## config.mk

```make
export PLATFORM = sky130hd
export DESIGN_NAME = stream_demux
export DESIGN_NICKNAME = d
export VERILOG_FILES = /design/src/rtl/stream_demux_pkg.sv /design/src/rtl/stream_slot.sv /design/src/rtl/stream_demux.sv
export SDC_FILE = /design/constraint.sdc
export NUM_CORES = 1
export LEC_CHECK = 0
export ABC_AREA = 1
export CORE_MARGIN = 1
export CORE_UTILIZATION = 45
export DETAILED_ROUTE_END_ITERATION = 7
export PLACE_DENSITY = 0.76
export RECOVER_POWER = 25
export SYNTH_ARGS = -nofsm -noshare
export SYNTH_HDL_FRONTEND = slang
export SYNTH_SLANG_ARGS = --single-unit
export TNS_END_PERCENT = 50
```

## constraint.sdc

```tcl
create_clock -name clk -period 1.46 [get_ports clk]
set_input_delay 0.292 -clock clk [delete_from_list [all_inputs] [get_ports clk]]
set_output_delay 0.292 -clock clk [all_outputs]
set_load 0.02 [all_outputs]
```

## src/rtl/stream_demux_pkg.sv

```systemverilog
// stream_demux_pkg: shared defaults and select-width helper for the stream demultiplexer.
// Revision 1.0
`default_nettype none

package stream_demux_pkg;

  localparam int DEFAULT_DATAWIDTH = 8;
  localparam int DEFAULT_NUM_OUT   = 4;

  // Select width is clog2 of the channel count, never narrower than one bit.
  function automatic int calc_selw(input int n);
    return (n <= 2) ? 1 : $clog2(n);
  endfunction

endpackage

`default_nettype wire

```

## src/rtl/stream_slot.sv

```systemverilog
// stream_slot: single-entry registered buffer (full flag plus data) for one demux channel.
// Revision 1.0
`default_nettype none

module stream_slot #(
  parameter int DATAWIDTH = 8
) (
  input  logic                 clk,
  input  logic                 rst_n,
  input  logic                 push,
  input  logic                 pop,
  input  logic [DATAWIDTH-1:0] din,
  output logic [DATAWIDTH-1:0] dout,
  output logic                 full
);

  logic                 r_full;
  logic [DATAWIDTH-1:0] r_data;

  // A push wins over a simultaneous pop so the slot is refilled without a bubble.
  always_ff @(posedge clk or negedge rst_n) begin
    if (!rst_n) begin
      r_full <= 1'b0;
      r_data <= '0;
    end else if (push) begin
      r_full <= 1'b1;
      r_data <= din;
    end else if (pop) begin
      r_full <= 1'b0;
    end
  end

  assign full = r_full;
  assign dout = r_data;

endmodule

`default_nettype wire

```

## src/rtl/stream_demux.sv

```systemverilog
// stream_demux: routes one input stream to NUM_OUT single-slot output channels by select index.
// Revision 1.0
`default_nettype none

module stream_demux
  import stream_demux_pkg::*;
#(
  parameter int DATAWIDTH = DEFAULT_DATAWIDTH,
  parameter int NUM_OUT   = DEFAULT_NUM_OUT
) (
  input  logic                                clk,
  input  logic                                rst_n,
  input  logic [DATAWIDTH-1:0]                in_data,
  input  logic [calc_selw(NUM_OUT)-1:0]       in_sel,
  input  logic                                in_valid,
  output logic                                in_ready,
  output logic [NUM_OUT-1:0][DATAWIDTH-1:0]   out_data,
  output logic [NUM_OUT-1:0]                  out_valid,
  input  logic [NUM_OUT-1:0]                  out_ready,
  output logic                                err_sel
);

  localparam int SELW    = calc_selw(NUM_OUT);
  localparam int SELSPAN = 1 << SELW;

  logic [NUM_OUT-1:0] w_full;
  logic [NUM_OUT-1:0] w_push;
  logic [NUM_OUT-1:0] w_pop;
  logic [SELSPAN-1:0] w_accept_ok;
  logic               w_sel_ok;
  logic               w_in_fire;
  logic               r_err_sel;

  assign w_sel_ok  = (32'(in_sel) < 32'(NUM_OUT));
  assign in_ready  = w_accept_ok[in_sel];
  assign w_in_fire = in_valid & in_ready;

  genvar k;
  generate
    for (k = 0; k < NUM_OUT; k++) begin : g_slot
      assign w_accept_ok[k] = ~w_full[k] | out_ready[k];
      assign w_push[k]      = w_in_fire & (in_sel == SELW'(k));
      assign w_pop[k]       = w_full[k] & out_ready[k];

      stream_slot #(
        .DATAWIDTH (DATAWIDTH)
      ) u_slot (
        .clk   (clk),
        .rst_n (rst_n),
        .push  (w_push[k]),
        .pop   (w_pop[k]),
        .din   (in_data),
        .dout  (out_data[k]),
        .full  (w_full[k])
      );
    end

    // Unused select codes always accept so out-of-range payloads drain and get flagged.
    for (k = NUM_OUT; k < SELSPAN; k++) begin : g_pad
      assign w_accept_ok[k] = 1'b1;
    end
  endgenerate

  always_ff @(posedge clk or negedge rst_n) begin
    if (!rst_n) begin
      r_err_sel <= 1'b0;
    end else begin
      r_err_sel <= w_in_fire & ~w_sel_ok;
    end
  end

  assign out_valid = w_full;
  assign err_sel   = r_err_sel;

endmodule

`default_nettype wire

```

### Word level (Yosys, flattened, before mapping)

Cells that the tools add are included.

* register bits: 36
* input bits: 17
* output and inout port bits: 38
* word-level logic and storage cells: 44

* $lt $le $gt $ge: 1
* eq/ne operators: 3
* multiplexer cells: 10
* bitwise operators: 17
* reductions and logical operators: 5

Operators by type and width (count)
* $and 1x1->1: 9
* $mux 1: 9
* $reduce_bool 2->1: 4
* $eq 2x2->1 const B: 2
* $not 1->1: 4
* $or 1x1->1: 4
* $lt 2x3->1 const B: 1
* $bmux 1 s2: 1
* $eq 2x1->1 const B: 1
* $logic_not 2->1: 1

### Longest topological paths before layout

Gate-level depths: netlist of the first run.

* word-level depth: 7
* depth in mapped cells: 8
* gate-level depth less buffers: 8

### Cells and area by module

Synthesis of the first run repeated with hierarchy kept, for this count alone.

* cell total of the unflattened synthesis: 194
* area, all modules: 1542.7 um^2

By module, submodules not included
* stream_slot: instances 4, cells each 38, area each 341.6 um^2
* stream_demux: instances 1, cells each 42, area each 176.4 um^2

### Worst setup path before layout of the first run

Ideal clock, no wire load.

* kind: flip-flop to output port
* start point: register g_slot[0].u_slot.r_full
* end point: output in_ready
* arrival time: 1.026 ns
* data required time: 1.168 ns
* setup slack: 0.142 ns
* stages on the path, launching flop included: 7
* path through: dfrtp_1 > inv_1 > nor2_1 > nand2_1 > nand2_1 > nor2_4 > clkbuf_8

* longest elaborated chain between the ends: 4

Ends and longest elaborated chain
* start, declared: line stream_slot.sv:17 `logic r_full;`
* start signal, assigned: line stream_slot.sv:23 `r_full <= 1'b0;`
* start signal, assigned: line stream_slot.sv:26 `r_full <= 1'b1;`
* start signal, assigned: line stream_slot.sv:29 `r_full <= 1'b0;`
* $not 1->1: line stream_demux.sv:41 `assign w_accept_ok[k] = ~w_full[k] | out_ready[k];`
* $or 1x1->1: line stream_demux.sv:41
* $bmux 1 s2: line stream_demux.sv:35 `assign in_ready = w_accept_ok[in_sel];`
* $mux 1 (implied by the code): line stream_demux.sv:35
* end, declared: line stream_demux.sv:16 `output logic in_ready,`

No other way between the ends. The select of a mux whose other input is x is not followed.

### Final worst setup path of the first run

* start point: input out_ready[0]
* end point: output in_ready

* longest elaborated chain between the ends: 3

Ends and longest elaborated chain
* start, declared: line stream_demux.sv:19 `input logic [NUM_OUT-1:0] out_ready,`
* $or 1x1->1: line stream_demux.sv:41
* $bmux 1 s2: line stream_demux.sv:35
* $mux 1 (implied by the code): line stream_demux.sv:35

No other way between the ends. The select of a mux whose other input is x is not followed.

==> impl_metrics.json, run 1 <==
{
  "finClkSkew_ps": 8.55,
  "clock_latency_ps": 340,
  "r2r_end": "g_slot[0].u_slot.dout[7]$_DFFE_PN0P_",
  "rr_worst_depth": 9,
  "clk_path_buf_depth": 2,
  "setup_violations": 2,
  "synth-seq-cells": 36,
  "via_per_inst": 5.05,
  "synthCells": 175,
  "drtAntennaViolNets": 0,
  "drt-pass1-iter-count": 4,
  "ys_seq_area_share_pct": 56.3,
  "r2r_slack_ps": 10,
  "grt_pass1_vias": 1230,
  "max_freq_mhz": 635,
  "finalNetCount": 250,
  "rsz0062_at_grt": "yes",
  "dr.first_iter.drc_count": 76,
  "cts_tree": "yes",
  "yosys_warnings": 0,
  "post_drt_wl_per_cell_um": 13.8,
  "cts-hold-fix-buffers": 0,
  "final_cell_mix": "nand2_1, dlygate4sd2_1, dfrtp_1",
  "dpl_worst_slack_ps": -614,
  "grt_usage_pct": 22.7,
  "core_mm2": 0.00336,
  "hp-start": "g_slot[0].u_slot.dout[4]$_DFFE_PN0P_",
  "min_path_cells": 2,
  "cts.clk_slew.worst_paths_ps": 100,
  "powerDensity_mw_per_mm2": 1200,
  "placed_area_mm2": 0.00219,
  "crit_path_start": "out_ready[0]",
  "die_area_mm2": 0.00380,
  "hpwlAfterDp_um": 2790,
  "cp_max_fo": 2,
  "rows": 21,
  "slew_viol_final": 0,
  "synth_top_area_share_pct": 56.3,
  "antenna_cells": 0,
  "place.gp.congestion": 0.805,
  "drt-total-wl_um": 3880,
  "max_slew_margin_pct": 43.4,
  "grt_pass1_wl_um": 5970,
  "htreeDepth": 2,
  "fillCellCount": 321,
  "vias": 1413,
  "hold_class": "reg2reg",
  "outcome": "finished with violations",
  "critPathCaptureType": "output pin",
  "finalCritPeriodShare_pct": 108,
  "synth_cell_types": 15,
  "antenna_found_initial": 0,
  "die_width_um": 61.6,
  "syn_nets": 192,
  "synth_top_area_cell": "dfrtp_1",
  "final_core_util_pct": 66.4,
  "worstHoldEndpoint": "g_slot[0].u_slot.dout[4]$_DFFE_PN0P_",
  "synth_area_leaders": "dfrtp_1, nand2_1, nand4_1",
  "route.detailed.drc": 0,
  "area_delta_synth_final_pct": 39.6,
  "irDropWorstVdd_mv": 0.758,
  "path_class": "in2out",
  "die_h_um": 61.6,
  "hold_viol_final": 0,
  "synth.avg_cell_area_um2": 9.14,
  "cp-start-kind": "primary input",
  "syn-cell-area_mm2": 0.00160,
  "power_leakage_uw": 0.00119,
  "clock-root-buffer": "clkbuf_4",
  "critPathRequiredTime_ps": 1170,
  "ios": 55,
  "io_buffer_count": 53,
  "fin_area_mm2": 0.00223,
  "finalCriticalPeriod_ps": 1580,
  "numClockSinks": 36,
  "tightestPinTransition_ps": 849,
  "numCtsBuffers": 5,
  "arrival_ps": 1280,
  "cts_setup_buffers": 0,
  "holdWs_ps": 477,
  "final_common_cell": "nand2_1",
  "grt_max_degree": 37,
  "max_cap_viol_count": 0,
  "failed_checks": "negative setup slack",
  "worst_slack_ps": -116,
  "start_util_pct": 47.6,
  "rr_startpoint": "g_slot[3].u_slot.full$_DFFE_PN0P_",
  "grt-ovfl-total": 0,
  "drive_above_1_share_pct": 14.5
}
## metal layers
layer  wire length, um  track usage [%]  share of wire, %
met3               209             7.77               5.4
met1              1660             30.6                43
met2              1910             33.5                49
met5                 0                0                 0
met4                96             9.84               2.5
## logic make-up (layout without fill, tap and decap cells)
| group | after synthesis | after routing | synth area share, % |
|---|---|---|---|
| AND/OR/NAND/NOR | 115 | 115 | 34.5 |
| flip-flops | 36 | 36 | 56.3 |
| buffers and inverters | 19 | 78 | 7.74 |
| AO/OA/AOI/OAI | 4 | 4 | 1.25 |
| other | 1 | 1 | 0.234 |
## timing repair
| action | 4_1_cts | 5_1_grt |
|---|---|---|
| gates resized for setup | 51 | 5 |
| endpoints found under the setup margin | 73 | 38 |
| pin swaps | 0 | 3 |
## metrics by stage
step	power [uW]	instances	TNS (ps)
global placement	2250	272	-18930
detailed placement	2270	272	-21090
global route	2830	280	-2900
CTS	2710	280	-141
floorplan	1760	175	0
finish	2670	280	-130
## synth_stat cells
cell and number:
nor2_2 3, conb_1 1, clkbuf_1 1, o21ai_0 4
inv_2 1, nand2_1 71, dfrtp_1 36, inv_1 6
clkbuf_8 3, buf_2 3, nand3_2 4, nor2_1 4
nor2_4 1, buf_4 5, nand4_1 32
## power breakdown
part	total, uW	switching, uW	internal, uW
Clock	553	324	229
Sequential	1270	94.2	1180
Combinational	849	525	324
## registers in the layout (all words and copies together), names as in the netlist
signal              flops
g_slot.u_slot.dout     32
g_slot.u_slot.full      4
## worst max-delay path, cell delays in order
cell	delay [ps]
clkdlybuf4s50_1	450
nor2_2	180
nand2_1	70
nand2_1	110
nor2_4	50
buf_6	120
## worst max path at each step
| stage | endpoint | depth (start not counted) |
|---|---|---|
| 2_1_floorplan | in_ready | 6 |
| 5_1_grt | in_ready | 6 |
| 3_3_place_gp | in_ready | 7 |
| 6_report | in_ready | 6 |
| 3_5_place_dp | in_ready | 6 |
| 4_1_cts | in_ready | 6 |
## final cells by class
cell class	count	area (um^2)	area share (%)
Clock buffer	6	51.3	2.30
Clock inverter	2	10.0	0.448
Inverter	7	26.3	1.18
Multi-Input combinational cell	120	613	27.4
Sequential cell	36	901	40.3
Tap cell	46	57.6	2.58
Timing Repair Buffer	63	576	25.8
No activity file was read; power rests on OpenSTA's default activity.
==> inputs of run 2 (changes only) <==
--- a/config.mk
+++ b/config.mk
@@ -7,9 +7,9 @@
 export LEC_CHECK = 0
 export ABC_AREA = 1
 export CORE_MARGIN = 1
-export CORE_UTILIZATION = 45
+export CORE_UTILIZATION = 25
 export DETAILED_ROUTE_END_ITERATION = 7
-export PLACE_DENSITY = 0.76
+export PLACE_DENSITY = 0.45
 export RECOVER_POWER = 25
 export SYNTH_ARGS = -nofsm -noshare
 export SYNTH_HDL_FRONTEND = slang
==> run 2 against run 1 <==
  * The flow still finishes with violations (negative setup slack)
  * Design area up 4.7%
  * Critical path type unchanged
  * Highest routed layer unchanged
  * Clock skew is 2.5 ps lower
  * First-iteration DRC count grew 2.6%
  * Sequential share of layout area fell by 1.8 points
  * Sequential power barely moved
==> impl_metrics.json, run 2 (same netlist as run 1, synthesis figures left out) <==
{
  "die_h_um": 82.0,
  "place.gp.congestion": 0.735,
  "hold_viol_final": 0,
  "max_freq_mhz": 661,
  "crit_path_frequent_cell": "nand2_1",
  "slew_viol_final": 0,
  "path_class": "in2out",
  "io_buffer_count": 53,
  "die_width_um": 82.0,
  "drtAntennaViolNets": 0,
  "placed_area_mm2": 0.00224,
  "arrival_ps": 1220,
  "drive_above_1_share_pct": 16.1,
  "numClockSinks": 36,
  "failed_checks": "negative setup slack",
  "die_area_mm2": 0.00672,
  "final_cell_mix": "nand2_1, dfrtp_1, dlygate4sd2_1",
  "ios": 55,
  "crit_path_start": "out_ready[3]",
  "core_mm2": 0.00606,
  "antenna_cells": 0,
  "slowest_stage": "clkdlybuf4s50_1",
  "hpwlAfterDp_um": 2970,
  "cts_tree": "yes",
  "cts_setup_buffers": 0,
  "largest_register_ffs": 32,
  "critPathCaptureType": "output pin",
  "worst_slack_ps": -53.4,
  "hp-start": "out_ready[2]",
  "fin_area_mm2": 0.00234,
  "holdWs_ps": 252,
  "dpl_worst_slack_ps": -645,
  "path_cells": "clkdlybuf4s50_1 > nor2_1 > nand2_1 > nand2_1 > nor2_4 > buf_6",
  "drt-total-wl_um": 4410,
  "max_cap_viol_count": 0,
  "dp.cells": 303,
  "clk_path_buf_depth": 2,
  "clock-root-buffer": "clkbuf_8",
  "tightestPinTransition_ps": 921,
  "setup_violations": 1,
  "irDropWorstVdd_mv": 0.596,
  "finalNetCount": 252,
  "rows": 28,
  "max_slew_margin_pct": 38.6,
  "numCtsBuffers": 5,
  "critPathRequiredTime_ps": 1170,
  "area_delta_synth_final_pct": 46.2,
  "grt-ovfl-total": 0,
  "grt_pass1_vias": 1449,
  "vias": 1416,
  "outcome": "finished with violations",
  "antenna_found_initial": 0,
  "max_stage_delay_ps": 470,
  "finClkSkew_ps": 6.08,
  "dr.first_iter.drc_count": 78,
  "finalCritPeriodShare_pct": 104,
  "rr_startpoint": "g_slot[0].u_slot.full$_DFFE_PN0P_",
  "post_drt_wl_per_cell_um": 14.2,
  "power_leakage_uw": 0.00124,
  "drt-pass1-iter-count": 4,
  "finalNonFillerCells": 311,
  "fillCellCount": 668,
  "powerDensity_mw_per_mm2": 1220,
  "grt_pass1_wl_um": 7210,
  "grt_usage_pct": 15.0,
  "grt_max_degree": 37,
  "start_util_pct": 26.4,
  "rsz0062_at_grt": "yes",
  "htreeDepth": 2,
  "route.detailed.drc": 0,
  "final_common_cell": "nand2_1",
  "finalCriticalPeriod_ps": 1510,
  "clock_latency_ps": 290,
  "hold_class": "in2reg",
  "via_per_inst": 4.55,
  "cp-start-kind": "primary input",
  "cp_max_fo": 2,
  "r2r_slack_ps": 60,
  "cts.clk_slew.worst_paths_ps": 70
}
==> run 2: changes by cell type in the layout (fill, tap and decap cells not counted), sizes merged, moves of 2 or more <==
cell	change
clkdlybuf4s50	-2
clkbuf	+2
dlymetal6s2s	+3
clkinv	-2
buf	+3
==> run 2: per-stage QoR <==
step                      TNS (ps)  total power [uW]  utilization (%)
after floorplan                  0              1760                -
after global placement      -20190              2280             37.0
after detailed placement    -21370              2280             37.0
after CTS                     -137              2910             38.4
after global routing          -888              3060             38.6
final                        -53.4              2860             38.6
==> run 2: final cells by class <==
cell class	instances	area, um^2	share of cell area, %
Sequential cell	36	901	38.5
Clock buffer	8	90.1	3.85
Timing Repair Buffer	65	606	25.9
Tap cell	75	93.8	4.01
Inverter	7	26.3	1.12
Multi-Input combinational cell	120	623	26.6
==> run 2: metal layers <==
layer  up-vias  share of wire, %  GRT usage, %
li1        706                 -             -
met1       664                48          19.7
met2        39                45          22.9
met3         7               5.3          4.00
met4         0               1.4          6.49
met5         -                 0             0
==> run 2: repair_timing <==
item                       in CTS  in global routing
setup endpoints to repair      73                 34
pin swaps                       1                  6
resized for setup              51                 14
hold buffers                    0                  0
==> run 2: path summary, 6_finish.rpt <==
path,endpoint,cells past startpoint
max,in_ready,6
min,g_slot[2].u_slot.full$_DFFE_PN0P_,2
max reg2reg,g_slot[3].u_slot.dout[7]$_DFFE_PN0P_,9
min reg2reg,g_slot[1].u_slot.dout[6]$_DFFE_PN0P_,2
max in group asynchronous,g_slot[2].u_slot.dout[7]$_DFFE_PN0P_,2
min in group asynchronous,g_slot[2].u_slot.full$_DFFE_PN0P_,2
==> run 2: critical path: cells and delay by family <==
family	cells	cell delay, ps
buffers and inverters	2	610
AND/OR/NAND/NOR	4	320
==> run 2: power by group <==
part	internal (uW)	total (uW)	leakage, uW	switching (uW)
sequential	1180	1270	0.000452	93.5
combinational	333	860	0.000744	527
clock	385	733	0.0000455	348
total	1900	2860	0.00124	968
==> inputs of run 3 (changes only) <==
--- a/config.mk
+++ b/config.mk
@@ -11,6 +11,7 @@
 export DETAILED_ROUTE_END_ITERATION = 7
 export PLACE_DENSITY = 0.45
 export RECOVER_POWER = 25
+export SKIP_CTS_REPAIR_TIMING = 1
 export SYNTH_ARGS = -nofsm -noshare
 export SYNTH_HDL_FRONTEND = slang
 export SYNTH_SLANG_ARGS = --single-unit
==> run 3 against run 2 <==
  * The flow still finishes with violations (negative setup slack)
  * Worst hold slack lost 30 ps
  * Critical path type is now reg2out
  * Largest power group unchanged
  * Sequential power is essentially flat
  * Sequential share of layout area shrank 5.3 points
  * Largest cell class unchanged
==> impl_metrics.json, run 3 (same netlist as run 1, synthesis figures left out) <==
{
  "cp-start-kind": "register",
  "worst_slack_ps": -96.6,
  "final_cell_mix": "nand2_1, dlymetal6s2s_1, dfrtp_1",
  "irDropWorstVdd_mv": 0.620,
  "hold_class": "in2reg",
  "outcome": "finished with violations",
  "max_stage_delay_ps": 400,
  "powerDensity_mw_per_mm2": 1130,
  "power_leakage_uw": 0.00170,
  "hpwlAfterDp_um": 2970,
  "power_frac_seq_pct": 41.6,
  "critPathRequiredTime_ps": 1170,
  "path_cells": "inv_2 > nor2_2 > nand2_1 > nand2_2 > nor2_4 > buf_2",
  "finalCriticalPeriod_ps": 1560,
  "finClkSkew_ps": 7.22,
  "numCtsBuffers": 5,
  "cp_max_fo": 3,
  "die_width_um": 82.0,
  "rows": 28,
  "ios": 55,
  "final_common_cell": "nand2_1",
  "antenna_found_initial": 0,
  "clock-root-buffer": "clkbuf_8",
  "path_class": "reg2out",
  "grt_usage_pct": 14.7,
  "swShare_pct": 33.3,
  "start_util_pct": 26.4,
  "drive_above_1_share_pct": 26.8,
  "internal_power_uw": 2050,
  "drt-pass1-iter-count": 4,
  "failed_checks": "negative setup slack",
  "numClockSinks": 36,
  "area_delta_synth_final_pct": 69.6,
  "core_mm2": 0.00606,
  "setup_tns_ps": -182,
  "max_cap_viol_count": 0,
  "tightestPinTransition_ps": 915,
  "grt_pass1_vias": 1436,
  "clock_latency_ps": 290,
  "hold_viol_final": 0,
  "slew_viol_final": 0,
  "p_clk_share_pct": 24.1,
  "drt-total-wl_um": 4930,
  "crit_family": "flip-flops",
  "slowest_stage": "dfrtp_1",
  "p_switching_uw": 1020,
  "power_frac_comb_pct": 34.4,
  "io_buffer_count": 53,
  "die_area_mm2": 0.00672,
  "vias": 1527,
  "path_depth": 6,
  "clk_path_buf_depth": 2,
  "place.gp.congestion": 0.735,
  "htreeDepth": 2,
  "finalNetCount": 266,
  "critPathCaptureType": "output pin",
  "dr.first_iter.drc_count": 45,
  "rsz0062_at_grt": "yes",
  "rr_worst_depth": 11,
  "grt_pass1_wl_um": 7070,
  "final_core_util_pct": 44.8,
  "max_slew_margin_pct": 39.0,
  "largest_register_ffs": 32,
  "die_h_um": 82.0,
  "grt_max_degree": 37,
  "setup_violations": 10,
  "crit_buf_inv": 2,
  "via_per_inst": 4.70,
  "antenna_cells": 0,
  "min_path_cells": 2,
  "post_drt_wl_per_cell_um": 15.2,
  "grt-ovfl-total": 0,
  "drtAntennaViolNets": 0,
  "cts.clk_slew.worst_paths_ps": 70,
  "max_freq_mhz": 642,
  "arrival_ps": 1260,
  "finalCritPeriodShare_pct": 107,
  "cts_tree": "yes",
  "route.detailed.drc": 0
}
[run 3: changes by cell type in the layout (fill, tap and decap cells not counted), sizes merged]
| cell | delta |
|---|---|
| dlymetal6s2s | +38 |
| dlygate4sd2 | -36 |
| buf | +7 |
| nand3 | +4 |
| clkbuf | +2 |
| clkdlybuf4s50 | -1 |
[run 3: power by group through the flow]
stage | Combinational, uW | Clock (uW) | Sequential (uW)
3_3_place_gp | 977 | 0 | 1300
4_1_cts | 988 | 767 | 1280
5_1_grt | 1150 | 812 | 1310
2_1_floorplan | 254 | 0 | 1500
3_5_place_dp | 983 | 0 | 1300
6_report | 1060 | 741 | 1280
[run 3: metal layers]
layer	vias to the layer above	wire length [um]	GRT usage, %
met5	-	0	0
li1	744	-	-
met4	0	63	6.49
met2	49	2240	22.1
met1	727	2320	19.6
met3	7	304	4.00
[run 3: cell type report]
type / count / area [um^2]
Sequential cell: 36 / 901
Fill cell: 622 / 3350
Clock buffer: 8 / 90.1
Timing Repair Buffer: 75 / 875
Inverter: 7 / 26.3
Tap cell: 75 / 93.8
Multi-Input combinational cell: 124 / 728
[run 3: stage by stage]
stage	area [um^2]	setup WS, ps	std cells	hold WS, ps	total power (uW)
global placement	2240	-613	303	460	2280
CTS	2330	-645	311	383	3040
detailed placement	2240	-645	303	459	2280
floorplan	1600	142	175	-3.59	1760
finish	2710	-96.6	325	221	3080
global route	2710	-173	325	216	3260
[run 3: path summary, 6_finish.rpt]
| kind | startpoint | to | slack [ps] |
|---|---|---|---|
| min reg2reg | g_slot[1].u_slot.dout[6]$_DFFE_PN0P_ | g_slot[1].u_slot.dout[6]$_DFFE_PN0P_ | 470 |
| max in group asynchronous | rst_n | g_slot[3].u_slot.dout[1]$_DFFE_PN0P_ | 290 |
| max reg2reg | g_slot[0].u_slot.full$_DFFE_PN0P_ | g_slot[2].u_slot.dout[7]$_DFFE_PN0P_ | -20 |
| min in group asynchronous | rst_n | g_slot[2].u_slot.full$_DFFE_PN0P_ | 590 |
| max | g_slot[0].u_slot.full$_DFFE_PN0P_ | in_ready | -100 |
| min | out_ready[3] | g_slot[3].u_slot.full$_DFFE_PN0P_ | 220 |
[run 3: worst register-to-register path, cell delays in order (launching register included)]
cell and delay, ps:
dfrtp_1 400, inv_2 70, nor2_2 40, nand2_1 80, nand2_2 70, nor2_4 140
buf_6 140, buf_12 130, buf_8 120, buf_6 90, nand4_1 80, nand2_1 80
